[src/rtl/fifo_arb_pkg.sv]
// Shared definitions for the FIFO write arbiter: FSM state encoding and a
// ceiling-log2 helper used to size index and counter fields.
package fifo_arb_pkg;

    typedef enum logic {
        IDLE  = 1'b0,
        BURST = 1'b1
    } state_t;

    // Number of bits needed to index n distinct values (minimum 0).
    function automatic int clog2(input int n);
        int r;
        r = 0;
        while ((1 << r) < n) begin
            r = r + 1;
        end
        return r;
    endfunction

endpackage

[src/rtl/rr_arbiter.sv]
// Combinational round-robin picker: scans the request vector starting one
// position after ptr (wrapping) and reports the first requester found.
module rr_arbiter
    import fifo_arb_pkg::*;
#(
    parameter int NUM_REQ = 4,
    parameter int IW      = clog2(NUM_REQ)
) (
    input  logic [NUM_REQ-1:0] req,
    input  logic [IW-1:0]      ptr,
    output logic [IW-1:0]      winner,
    output logic               any_req
);

    int   idx;
    logic found;

    // First set bit at or after ptr+1, modulo NUM_REQ.
    always_comb begin
        winner = '0;
        found  = 1'b0;
        idx    = 0;
        for (int k = 1; k <= NUM_REQ; k++) begin
            idx = (int'(ptr) + k) % NUM_REQ;
            if (!found && req[IW'(idx)]) begin
                found  = 1'b1;
                winner = IW'(idx);
            end
        end
    end

    assign any_req = |req;

endmodule

[src/rtl/fifo_wr_arbiter.sv]
// Multiplexes NUM_REQ word streams into one FIFO write port. A granted
// requester keeps the port for up to MAX_BURST beats; at burst end the next
// owner is chosen round-robin in the same cycle so back-to-back bursts have
// no bubble. Only the very first grant out of IDLE costs one cycle.
module fifo_wr_arbiter
    import fifo_arb_pkg::*;
#(
    parameter int DATA_WIDTH = 32,
    parameter int NUM_REQ    = 4,
    parameter int MAX_BURST  = 4
) (
    input  logic                          clk,
    input  logic                          rst,
    input  logic [NUM_REQ-1:0]            req_valid,
    input  logic [NUM_REQ*DATA_WIDTH-1:0] req_data,
    output logic [NUM_REQ-1:0]            req_ready,
    input  logic                          fifo_full,
    output logic                          fifo_wr,
    output logic [DATA_WIDTH-1:0]         fifo_data,
    output logic [clog2(NUM_REQ)-1:0]     grant_id,
    output logic                          busy
);

    localparam int IW = clog2(NUM_REQ);
    localparam int BW = clog2(MAX_BURST) + 1;
    localparam logic [BW-1:0] LAST_BEAT = BW'(MAX_BURST - 1);
    localparam logic [IW-1:0] RST_PTR   = IW'(NUM_REQ - 1);

    state_t            state_q, state_d;
    logic [IW-1:0]     owner_q, owner_d;
    logic [IW-1:0]     rr_ptr_q, rr_ptr_d;
    logic [BW-1:0]     beat_cnt_q, beat_cnt_d;

    logic [NUM_REQ-1:0] owner_oh;
    logic [NUM_REQ-1:0] arb_req;
    logic [IW-1:0]      winner;
    logic               any_req;
    logic               owner_vld;
    logic               xfer;
    logic               burst_end;

    assign owner_oh  = NUM_REQ'(1) << owner_q;
    assign owner_vld = req_valid[owner_q];
    assign xfer      = (state_q == BURST) && owner_vld && !fifo_full && !rst;
    assign burst_end = !owner_vld || (xfer && (beat_cnt_q == LAST_BEAT));

    // Keep the outgoing owner out of the next grant while anyone else waits.
    always_comb begin
        arb_req = req_valid;
        if ((state_q == BURST) && owner_vld && (|(req_valid & ~owner_oh))) begin
            arb_req = req_valid & ~owner_oh;
        end
    end

    rr_arbiter #(
        .NUM_REQ (NUM_REQ),
        .IW      (IW)
    ) u_rr_arbiter (
        .req     (arb_req),
        .ptr     (rr_ptr_q),
        .winner  (winner),
        .any_req (any_req)
    );

    // State register: reset abandons any burst in progress.
    always_ff @(posedge clk) begin
        if (rst) begin
            state_q    <= IDLE;
            owner_q    <= '0;
            rr_ptr_q   <= RST_PTR;
            beat_cnt_q <= '0;
        end else begin
            state_q    <= state_d;
            owner_q    <= owner_d;
            rr_ptr_q   <= rr_ptr_d;
            beat_cnt_q <= beat_cnt_d;
        end
    end

    // Next-state: grant from IDLE, count beats, hand over or retire at burst end.
    always_comb begin
        state_d    = state_q;
        owner_d    = owner_q;
        rr_ptr_d   = rr_ptr_q;
        beat_cnt_d = beat_cnt_q;
        case (state_q)
            IDLE: begin
                if (any_req) begin
                    state_d    = BURST;
                    owner_d    = winner;
                    rr_ptr_d   = winner;
                    beat_cnt_d = '0;
                end
            end
            BURST: begin
                if (xfer) begin
                    beat_cnt_d = beat_cnt_q + BW'(1);
                end
                if (burst_end) begin
                    beat_cnt_d = '0;
                    if (any_req) begin
                        owner_d  = winner;
                        rr_ptr_d = winner;
                    end else begin
                        state_d = IDLE;
                    end
                end
            end
            default: begin
                state_d = IDLE;
            end
        endcase
    end

    // Outputs: zero-latency data pass-through from the current owner.
    always_comb begin
        req_ready = '0;
        if ((state_q == BURST) && !fifo_full && !rst) begin
            req_ready = owner_oh;
        end
        fifo_wr   = xfer;
        fifo_data = req_data[owner_q*DATA_WIDTH +: DATA_WIDTH];
        grant_id  = owner_q;
        busy      = (state_q == BURST);
    end

endmodule

[config.mk]
export PLATFORM = sky130hd
export DESIGN_NAME = fifo_wr_arbiter
export DESIGN_NICKNAME = d
export VERILOG_FILES = /design/src/rtl/fifo_arb_pkg.sv /design/src/rtl/rr_arbiter.sv /design/src/rtl/fifo_wr_arbiter.sv
export SDC_FILE = /design/constraint.sdc
export NUM_CORES = 1
export LEC_CHECK = 0
export BUFFER_PORTS_ARGS = -buffer_cell sky130_fd_sc_hd__buf_4
export CAP_MARGIN = 30
export CORE_AREA = 2 2 67 69
export CTS_CLUSTER_DIAMETER = 200
export CTS_CLUSTER_SIZE = 20
export DETAILED_ROUTE_END_ITERATION = 7
export DIE_AREA = 0 0 69 71
export GPL_TIMING_DRIVEN = 1
export PLACE_DENSITY = 0.82
export SYNTH_ARGS = -nofsm -noshare
export SYNTH_HDL_FRONTEND = slang
export SYNTH_HIERARCHICAL = 1
export SYNTH_SLANG_ARGS = --single-unit
[constraint.sdc]
create_clock -name clk -period 5.85 [get_ports clk]
set_clock_uncertainty 0.1 [all_clocks]
set_input_delay 0.8775 -clock clk [delete_from_list [all_inputs] [get_ports clk]]
set_output_delay 0.8775 -clock clk [all_outputs]
set_load 0.1 [all_outputs]
**Word-level counts from Yosys, hierarchy flattened**

Cells that the tools add are included.
W data, S select, Z words.

- Shift-type cells: 2
- $add $sub $neg: 5
- Eq/ne operators: 4
- Multiplexer cells: 36
- $lt $le $gt $ge: 5
- Bitwise operators: 3
- Reduce and logical (&&, ||, !) cells: 20

Operator list:

| kind | count |
|---|---|
| $shiftx A128 B8 Y32 | 1 |
| $lt A2 B4 Y1 const B | 4 |
| $mux W2 | 8 |
| $mux W1 | 14 |
| $bmux W1 S2 | 5 |
| $logic_and A1 B1 Y1 | 10 |
| $mux W3 | 3 |
| $mux W4 | 2 |
| $pmux W2 S2 | 2 |
| $reduce_or A4 Y1 | 2 |
| $logic_not A1 Y1 | 6 |
| $pmux W3 S2 | 1 |
| $add A2 B1 Y2 const B | 2 |
| $add A2 B2 Y2 const B | 2 |
| $and A4 B4 Y4 | 1 |
| $not A4 Y4 | 1 |
| $shl A1 B2 Y4 const A | 1 |
| $add A3 B1 Y3 const B | 1 |
| $eq A3 B2 Y1 const B | 1 |
| $lt A2 B3 Y1 const B | 1 |
| $ne A3 B1 Y1 const B | 1 |
| $ne A2 B1 Y1 const B | 1 |
| $ne A2 B2 Y1 const B | 1 |
| $pmux W1 S2 | 1 |
| 3 further kinds | 3 |

- Output and inout port bits: 40
- Logic and storage cells: 79
- Bits of input ports: 135
- Register bits: 8

**Logic depth before layout (Yosys ltp)**

Gate-level depths: netlist (run 1).

- Depth after elaboration: 22
- Depth in mapped cells: 11
- Mapped depth without buffers: 10

**By module**

Netlist (run 1), hierarchy kept.

By module, submodules not included:

| module | seq. area each (um^2) | cells each | instances | area each (um^2) |
|---|---|---|---|---|
| fifo_wr_arbiter | 160.2 | 99 | 1 | 1,257.5 |
| rr_arbiter | 0.0 | 14 | 1 | 81.3 |

**Least setup slack after synthesis (run 1)**

Ideal clock, no wire load.

- Path type: register to output
- Start point: register state_q, in the netlist busy
- End point: output port req_ready[0]
- Stages on the path, launching flop included: 4
- Required time: 4.873 ns
- Arrival: 3.635 ns
- Slack: 1.237 ns
- Buffers on the path: 1
- Cells stage by stage: dfxtp_1 or3b_1 clkbuf_1 nor3_1

- Word-level cells in the longest chain between the ends: 3

RTL lines:

| element | line | RTL |
|---|---|---|
| start, declared | fifo_wr_arbiter.sv:29 | `state_t state_q, state_d;` |
| start signal, assigned | fifo_wr_arbiter.sv:73 | `state_q <= state_d;` |
| $logic_and A1 B1 Y1 (2 in a row) | fifo_wr_arbiter.sv:118 | `if ((state_q == BURST) && !fifo_full && !rst) begin` |
| $mux W4 | fifo_wr_arbiter.sv:118 |  |
| end, declared | fifo_wr_arbiter.sv:16 | `output logic [NUM_REQ-1:0] req_ready,` |

No other way between the ends.

**Final worst setup path (run 1)**

- Start point: register owner_q[0], in the netlist grant_id[0]
- End point: output port fifo_data[4]

- Word-level cells in the longest chain between the ends: 1

RTL lines:

| element | line | RTL |
|---|---|---|
| start, declared | fifo_wr_arbiter.sv:30 | `logic [IW-1:0] owner_q, owner_d;` |
| start signal, assigned | fifo_wr_arbiter.sv:74 | `owner_q <= owner_d;` |
| $shiftx A128 B8 Y32 | fifo_wr_arbiter.sv:122 | `fifo_data = req_data[owner_q*DATA_WIDTH +: DATA_WIDTH];` |
| end, declared | fifo_wr_arbiter.sv:19 | `output logic [DATA_WIDTH-1:0] fifo_data,` |

No other way between the ends.

==> results_dict.tcl, run 1 <==
set metrics [dict create \
    slew_viol_final 0 \
    synthFlopType "dfxtp_1" \
    grt_setup_unrepaired "false" \
    grt_pass1_vias 1772 \
    final_hold_viol_count 0 \
    num_rows 24 \
    cp_max_fo 22 \
    cp_num_cells 3 \
    synth_top_area_share_pct 55.5 \
    status "finished, final reports clean" \
    die_w_um 69 \
    vias 1793 \
    cpMostUsedCell "buf_4" \
    start_kind "register" \
    hpwl_mm 5.27 \
    crit_family "flip-flops" \
    vdd_drop_max_v 0.000181 \
    slowest_delay_ns 0.70 \
    p_leak_uw 0.00127 \
    grt_max_degree 42 \
    synth_top_area_cell "mux4_2" \
    synth.yosys.seq_area_share_pct 12.0 \
    worstPathRequired_ns 4.87 \
    setup_tns_ns 0 \
    whs_ns 0.352 \
    end_kind "output pin" \
    clkTransAtPathRegs_ns 0.04 \
    vias_per_cell 5.38 \
    synthTopCellsByArea "mux4_2 (56%), dfxtp_1 (12%), nor2_1 (2.8%)" \
    drv_cap 0 \
    antenna_left 0 \
    hold_path.class "register to register" \
    setup_ws_ns 2.67 \
    wire_per_inst_um 18.1 \
    final_common_cell "buf_4" \
    hold_depth 2 \
    syn_area_um2 1340 \
    fmax_mhz 315 \
    grt_pass1_wl_mm 9.09 \
    cts_tree "done" \
    finalNetCount 420 \
    die_y_um 71 \
    ios 175 \
    grt_antenna_before_repair 0 \
    numCtsBuffers 3 \
    powerDensity_nw_per_um2 309 \
    synthArstFlopShare_pct 0 \
    synth_nets 250 \
    yosys_warnings 6 \
    ys_types 28 \
    cp_slowest_cell "dfxtp_2" \
    max_slew.worst_pin.slew_ns 0.897 \
    dpl_worst_slack_ns 2.80 \
    synthCells 113 \
    critPathKind "register to output pin" \
    synth_edf_count 0 \
    final_cell_mix "buf_4 (175), mux4_2 (33), nor2_1 (10)" \
    crit_chain "buf_4, mux4_2, buf_4" \
    p_total_uw 841 \
    drt_first_pass_iters 4 \
    die-area_um2 4900 \
    reg2reg_depth 10 \
    drt-total-wl_mm 6.04 \
    cts_buffer_depth 2 \
    drt_iter0_markers 107 \
    synthToLayoutAreaGrowth_pct 103 \
    post_cts_buffers 0 \
    cp_num_buf_inv 2 \
    place_congestion 0.860 \
    post_cts_resized 0 \
    overflow 0 \
    cts_hold_buffers 0 \
    fin_crit_ns 3.18 \
    fillCellCount 361 \
    timing.slew.headroom_pct 40.2 \
    antenna_cells 0 \
    coreArea_um2 4200 \
    clock-root-buffer "clkbuf_8" \
    drive_gt1_share_pct 76.9 \
    synth-seq-cells 8 \
    setup_viol 0 \
    cts_sinks 8 \
    arrival_ns 2.20 \
    clk_latency_ns 0.23 \
    htree_num_levels 1 \
    fin_crit_sh_pct 54.3 \
    avgSynthCellArea_um2 11.8 \
    drc 0 \
    io_buffers 174 \
    grt_usage_pct 23.8 \
    start_util_pct 31.8 \
]
## per-layer routing
metal	up-vias	wire length, µm	global-route usage (%)
li1	811	-	-
met1	861	2060	27.7
met2	97	3310	42.4
met3	24	480	6.55
met4	0	184	7.84
met5	-	0	0
## report_power, final
group	switching, µW	total (µW)	internal (µW)
sequential	31.2	92.7	61.5
clock	20.8	65.3	44.5
combinational	466	683	216
total	518	841	322
## registers in the layout, summed over array words and instances (netlist names)
name        flops
busy            1
beat_cnt_q      3
grant_id        2
rr_ptr_q        2
## area by class of cell
class	instances	area, µm²	share of cell area, %
timing repair buffer	175	1310	48.3
multi-input combinational	90	1120	41.1
sequential	8	163	5.99
tap	52	65.1	2.39
clock buffer	3	41.3	1.52
inverter	5	18.8	0.691
## worst reg2reg max path, stage by stage, from the launching register on
cell and delay (ns):
dfxtp_2 0.91, mux2_2 0.43, o32a_1 0.15, o211ai_1 0.24, o21a_1 0.24, nor2_1 0.08
nand2_1 0.08, inv_1 0.06, a31oi_2 0.31, nor2b_1 0.09, a211o_1 0.27
## worst paths after layout
| kind | start | slack (ns) | to |
|---|---|---|---|
| max | grant_id[0]$_SDFFE_PP0P_ | 2.67 | fifo_data[4] |
| min | beat_cnt_q[2]$_SDFFE_PP0P_ | 0.35 | beat_cnt_q[2]$_SDFFE_PP0P_ |
| max reg2reg | grant_id[1]$_SDFFE_PP0P_ | 2.78 | rr_ptr_q[1]$_SDFFE_PP1P_ |
| min reg2reg | beat_cnt_q[2]$_SDFFE_PP0P_ | 0.35 | beat_cnt_q[2]$_SDFFE_PP0P_ |
## cells in the mapped netlist, types with 3 or more instances
library cell / number
inv_1: 5
nor2b_1: 3
nand2_1: 7
or3_1: 3
buf_2: 5
dfxtp_1: 8
o21a_1: 3
a21oi_1: 7
nand2b_1: 4
mux4_2: 33
clkbuf_1: 5
nor2_1: 10
mux2i_1: 3
## metrics by stage
step / utilization, % / std cells / instance area [µm²]
2_1_floorplan: - / 113 / 1340
3_3_place_gp: 63.7 / 330 / 2680
3_5_place_dp: 63.7 / 330 / 2680
4_1_cts: 64.6 / 333 / 2720
5_1_grt: 64.6 / 333 / 2720
6_report: 64.6 / 333 / 2720
## logic make-up (layout without fill, tap and decap cells)
| family | Yosys count | count (layout) | share of synthesized area [%] |
|---|---|---|---|
| and+or+nand+nor | 32 | 32 | 12.1 |
| buffers and inverters | 15 | 183 | 4.67 |
| DFF | 8 | 8 | 12.0 |
| adders and majority gates | 2 | 2 | 1.87 |
| muxes | 37 | 37 | 58.6 |
| AOI/OAI and AO/OA | 19 | 19 | 10.7 |
Note: power is estimated with default switching activity, not from simulation.
==> inputs of run 2 (changes only) <==
Settings changed: CORE_AREA 2 2 67 69 to default, CORE_MARGIN from default to 1, CORE_UTILIZATION from default to 29, DIE_AREA 0 0 69 71 to default, PLACE_DENSITY 0.82 to 0.78.
Clock period 5.85 ns to 2.8 ns, I/O delays scaled along.
==> results_dict.tcl, run 2 (synthesis results as in run 1) <==
set metrics [dict create \
    status "finished, final reports clean" \
    worstPathRequired_ns 2.82 \
    min_to "grant_id[1]$_SDFFE_PP0P_" \
    post_cts_buffers 0 \
    r2r_slack_ns 0.32 \
    antenna_left 0 \
    hold_start "rst" \
    arrival_ns 2.49 \
    end_kind "register" \
    max_slew.worst_pin.slew_ns 0.458 \
    seq_area_um2 163 \
    vdd_drop_max_v 0.000368 \
    drt-total-wl_mm 5.73 \
    drive_gt1_share_pct 78.9 \
    die_y_um 69.9 \
    largest_reg_flops 3 \
    post_cts_resized 0 \
    drc 0 \
    multi_input_area_um2 1150 \
    final_cell_mix "buf_4 (178), mux4_2 (33), nand2_1 (7), a21oi_1 (7)" \
    largest-register "beat_cnt_q" \
    htree_num_levels 1 \
    io_buffers 174 \
    utilization_pct 63.2 \
    synthToLayoutAreaGrowth_pct 107 \
    cts_buffer_depth 2 \
    hold_path.class "input port to register" \
    p_leak_uw 0.00128 \
    die-area_um2 4890 \
    fin_crit_ns 2.48 \
    powerDensity_nw_per_um2 641 \
    cts_hold_buffers 0 \
    grt_antenna_before_repair 0 \
    die_w_um 69.9 \
    antenna_cells 0 \
    reg2reg_depth 10 \
    cts_tree "done" \
    drt_first_pass_iters 4 \
    cts_sinks 8 \
    grt_usage_pct 22.4 \
    grt_max_degree 27 \
    num_rows 24 \
    drv_cap 0 \
    hold_depth 2 \
    wire_per_inst_um 17.0 \
    dpl_worst_slack_ns 0.194 \
    start_util_pct 30.5 \
    slew_viol_final 0 \
    numCtsBuffers 3 \
    whs_ns 0.322 \
    timing.slew.headroom_pct 69.5 \
    hpwl_mm 4.89 \
    clk_latency_ns 0.23 \
    rr_startpoint "grant_id[1]$_SDFFE_PP0P_" \
    overflow 0 \
    final_hold_viol_count 0 \
    finalNetCount 423 \
    r2r-end "rr_ptr_q[1]$_SDFFE_PP1P_" \
    setup_viol 0 \
    fin_crit_sh_pct 88.5 \
    ios 175 \
    critPathKind "register to register" \
    cp_max_fo 8 \
    vias_per_cell 5.12 \
    grt_setup_unrepaired "false" \
    setup_ws_ns 0.322 \
    grt_pass1_vias 1701 \
    grt_pass1_wl_mm 8.60 \
    vias 1720 \
    p_total_uw 1780 \
    fmax_mhz 404 \
    drt_iter0_markers 64 \
    place_congestion 0.930 \
    fillCellCount 373 \
    start_kind "register" \
    coreArea_um2 4380 \
    clkTransAtPathRegs_ns 0.04 \
    clock-root-buffer "clkbuf_8" \
    final_common_cell "buf_4" \
]
[run 2: changes by cell type in the layout (fill, tap and decap cells not counted), sizes merged]
cell  previous run  this run
buf            175       178
[run 2: worst max-delay path, stage by stage, from the launching register on]
cell	delay, ns
dfxtp_2	0.39
mux2_2	0.34
o32a_1	0.15
o211ai_1	0.25
o21a_1	0.23
nor2_1	0.08
nand2_1	0.08
inv_1	0.06
a31oi_2	0.33
nor2b_1	0.09
a211o_1	0.27
[run 2: power by group]
group / total [µW] / switching, µW / internal [µW] / leakage [µW]
sequential: 150 / 21.0 / 129 / 0.0000667
combinational: 1480 / 1030 / 460 / 0.00120
clock: 141 / 47.5 / 93.3 / 0.0000216
total: 1780 / 1090 / 682 / 0.00128
[run 2: metrics by stage]
| step | std cells | setup TNS, ns | area (µm²) |
|---|---|---|---|
| 2_1_floorplan | 113 | -0.699 | 1370 |
| 3_3_place_gp | 333 | 0 | 2730 |
| 3_5_place_dp | 333 | 0 | 2730 |
| 4_1_cts | 336 | 0 | 2770 |
| 5_1_grt | 336 | 0 | 2770 |
| 6_report | 336 | 0 | 2770 |
[run 2: cell type report]
| type | instances | area share (%) |
|---|---|---|
| Clock buffer | 3 | 1.49 |
| Tap cell | 52 | 2.35 |
| Timing Repair Buffer | 178 | 48.2 |
| Sequential cell | 8 | 5.87 |
| Multi-Input combinational cell | 90 | 41.4 |
| Inverter | 5 | 0.677 |
[run 2: how the worst max path moves through the flow]
stage,start,to,slack [ns],depth (start not counted)
floorplan,busy$_SDFF_PP0_,req_ready[2],-0.26,3
global placement,req_valid[3],rr_ptr_q[1]$_SDFFE_PP1P_,0.23,10
detailed placement,req_valid[3],rr_ptr_q[0]$_SDFFE_PP1P_,0.19,10
CTS,grant_id[0]$_SDFFE_PP0P_,rr_ptr_q[0]$_SDFFE_PP1P_,0.33,9
global route,grant_id[1]$_SDFFE_PP0P_,rr_ptr_q[0]$_SDFFE_PP1P_,0.13,10
finish,grant_id[1]$_SDFFE_PP0P_,rr_ptr_q[1]$_SDFFE_PP1P_,0.32,10
[run 2: per-layer routing]
layer	vias to the layer above	global-route usage, %	routed length [µm]	part of all wire [%]
met5	-	0	0	0
met4	0	6.89	115	2.0
li1	815	-	-	-
met2	87	40.5	3130	55
met3	11	3.75	381	6.7
met1	807	26.9	2100	37
==> inputs of run 3 (changes only) <==
Settings changed: ABC_AREA from default to 1, CORE_UTILIZATION 29 to 32, RECOVER_POWER from default to 25, TNS_END_PERCENT from default to 100.
==> results_dict.tcl, run 3 <==
set metrics [dict create \
    p_leak_uw 0.00169 \
    num_rows 25 \
    hold_start "rst" \
    arrival_ns 2.11 \
    final_common_cell "buf_4" \
    synth.yosys.seq_area_share_pct 9.70 \
    start_util_pct 34.1 \
    cts_sinks 8 \
    drv_cap 0 \
    grt_max_degree 36 \
    largest_reg_flops 3 \
    htree_num_levels 1 \
    wire_per_inst_um 15.3 \
    worstSetupEndpoint "fifo_data[2]" \
    r2r_slack_ns 0.36 \
    fmax_mhz 380 \
    clock-root-buffer "clkbuf_8" \
    drt-total-wl_mm 7.91 \
    fin_crit_sh_pct 94.0 \
    cts_buffer_depth 2 \
    die_y_um 73.8 \
    vdd_drop_max_v 0.000989 \
    cp_max_fo 32 \
    numCtsBuffers 3 \
    synthTopCellsByArea "nand3_1 (32%), a22oi_1 (14%), nand2_1 (11%)" \
    slowest_delay_ns 0.55 \
    synth_nets 425 \
    synthCells 288 \
    whs_ns 0.267 \
    max_slew.worst_pin.slew_ns 1.20 \
    io_buffers 174 \
    dpl_worst_slack_ns 0.385 \
    drt_first_pass_iters 4 \
    r2r-end "beat_cnt_q[1]$_SDFFE_PP0P_" \
    end_kind "output pin" \
    cp_slowest_cell "clkbuf_2" \
    grt_antenna_before_repair 0 \
    crit_start "grant_id[0]$_SDFFE_PP0P_" \
    vias 2718 \
    synthArstFlopShare_pct 0 \
    seq_area_um2 164 \
    drt_iter0_markers 175 \
    synth_top_area_cell "nand3_1" \
    hold_path.class "input port to register" \
    crit_family "buffers and inverters" \
    timing.slew.headroom_pct 20.4 \
    drive_gt1_share_pct 54.1 \
    die_w_um 73.8 \
    syn_area_um2 1650 \
    rr_startpoint "grant_id[0]$_SDFFE_PP0P_" \
    critPathKind "register to output pin" \
    antenna_cells 0 \
    final_hold_viol_count 0 \
    cp_num_cells 6 \
    hold_depth 2 \
    yosysMostFrequentCell "nand3_1" \
    place_area_um2 3170 \
    finalNetCount 590 \
    antenna_left 0 \
    setup_viol 0 \
    status "finished, final reports clean" \
    place_congestion 0.974 \
    synth_common_cells "nand3_1 (107), nand2_1 (48), a22oi_1 (31)" \
    largest-register "beat_cnt_q" \
    cts_hold_buffers 0 \
    drc 0 \
    setup_tns_ns 0 \
    fin_crit_ns 2.63 \
    coreArea_um2 4850 \
    grt_setup_unrepaired "false" \
    start_kind "register" \
    crit_chain "buf_4, nor2_2, clkbuf_2, a22oi_1, nand3_1, buf_4" \
    synthFlopType "dfxtp_1" \
    synth_edf_count 0 \
    final_cell_area_um2 3190 \
    cpMostUsedCell "buf_4" \
    cp_num_buf_inv 3 \
    cts_tree "done" \
    synth_top_area_share_pct 32.4 \
    clkTransAtPathRegs_ns 0.04 \
    setup_ws_ns 0.167 \
    slew_viol_final 0 \
    multi_input_area_um2 1480 \
    worstPathRequired_ns 2.28 \
    overflow 0 \
    die-area_um2 5450 \
    avgSynthCellArea_um2 5.73 \
    post_cts_buffers 0 \
    final_cell_mix "buf_4 (171), nand3_1 (79), nand2_1 (48)" \
    synthToLayoutAreaGrowth_pct 93.0 \
    fillCellCount 457 \
    ios 175 \
    hpwl_mm 6.54 \
    vias_per_cell 5.25 \
    reg2reg_depth 15 \
    yosys_warnings 6 \
    powerDensity_nw_per_um2 1210 \
    ys_types 26 \
    synth-seq-cells 8 \
    grt_pass1_wl_mm 12.0 \
    grt_pass1_vias 2587 \
    post_cts_resized 0 \
    clk_latency_ns 0.23 \
    grt_usage_pct 28.6 \
]
[run 3: cell types whose count changed in the layout (fill, tap and decap cells not counted), sizes merged, moves of 11 or more]
cell    change
a22oi      +31
mux4       -33
inv        +14
clkbuf     +11
nand3     +108
nand2      +58
[run 3: power breakdown]
group	total [µW]	internal, µW	switching, µW
sequential	215	150	65.0
combinational	3500	837	2670
clock	138	93.1	44.9
total	3860	1080	2780
[run 3: routing by layer]
metal	share of wire [%]	up-vias	routed length [µm]	global-route usage [%]
li1	-	1349	-	-
met1	41	1243	3230	35.1
met2	50	114	3940	49.7
met3	8.0	12	629	8.78
met4	1.3	0	100	4.49
met5	0	-	0	0
[run 3: cell type report]
class | count | area share [%]
Clock buffer | 3 | 1.30
Inverter | 19 | 2.39
Multi-Input combinational cell | 239 | 46.5
Sequential cell | 8 | 5.14
Tap cell | 67 | 2.63
Timing Repair Buffer | 182 | 42.0
[run 3: metrics by stage]
step | cells | total power (µW) | utilization, %
4_1_cts | 518 | 3870 | 66.3
3_5_place_dp | 515 | 3730 | 65.4
2_1_floorplan | 288 | 3020 | -
6_report | 518 | 3860 | 65.8
5_1_grt | 518 | 4050 | 65.8
3_3_place_gp | 515 | 3700 | 65.4
[run 3: worst min-delay path by stage]
stage | to | slack (ns)
2_1_floorplan | rr_ptr_q[0]$_SDFFE_PP1P_ | 0.35
3_3_place_gp | beat_cnt_q[1]$_SDFFE_PP0P_ | 0.40
3_5_place_dp | beat_cnt_q[2]$_SDFFE_PP0P_ | 0.43
4_1_cts | grant_id[1]$_SDFFE_PP0P_ | 0.26
5_1_grt | busy$_SDFF_PP0_ | 0.27
6_report | grant_id[1]$_SDFFE_PP0P_ | 0.27
[run 3: cells by family (layout without fill, tap and decap cells)]
kind of cell             Yosys count  after routing  share of synthesized area [%]
AO/OA/AOI/OAI                     37             37                           16.0
adder cells (fa/ha/maj)            2              2                           1.51
buffers and inverters             41            204                           11.4
flip-flops                         8              8                           9.70
AND/OR/NAND/NOR                  200            200                           61.4
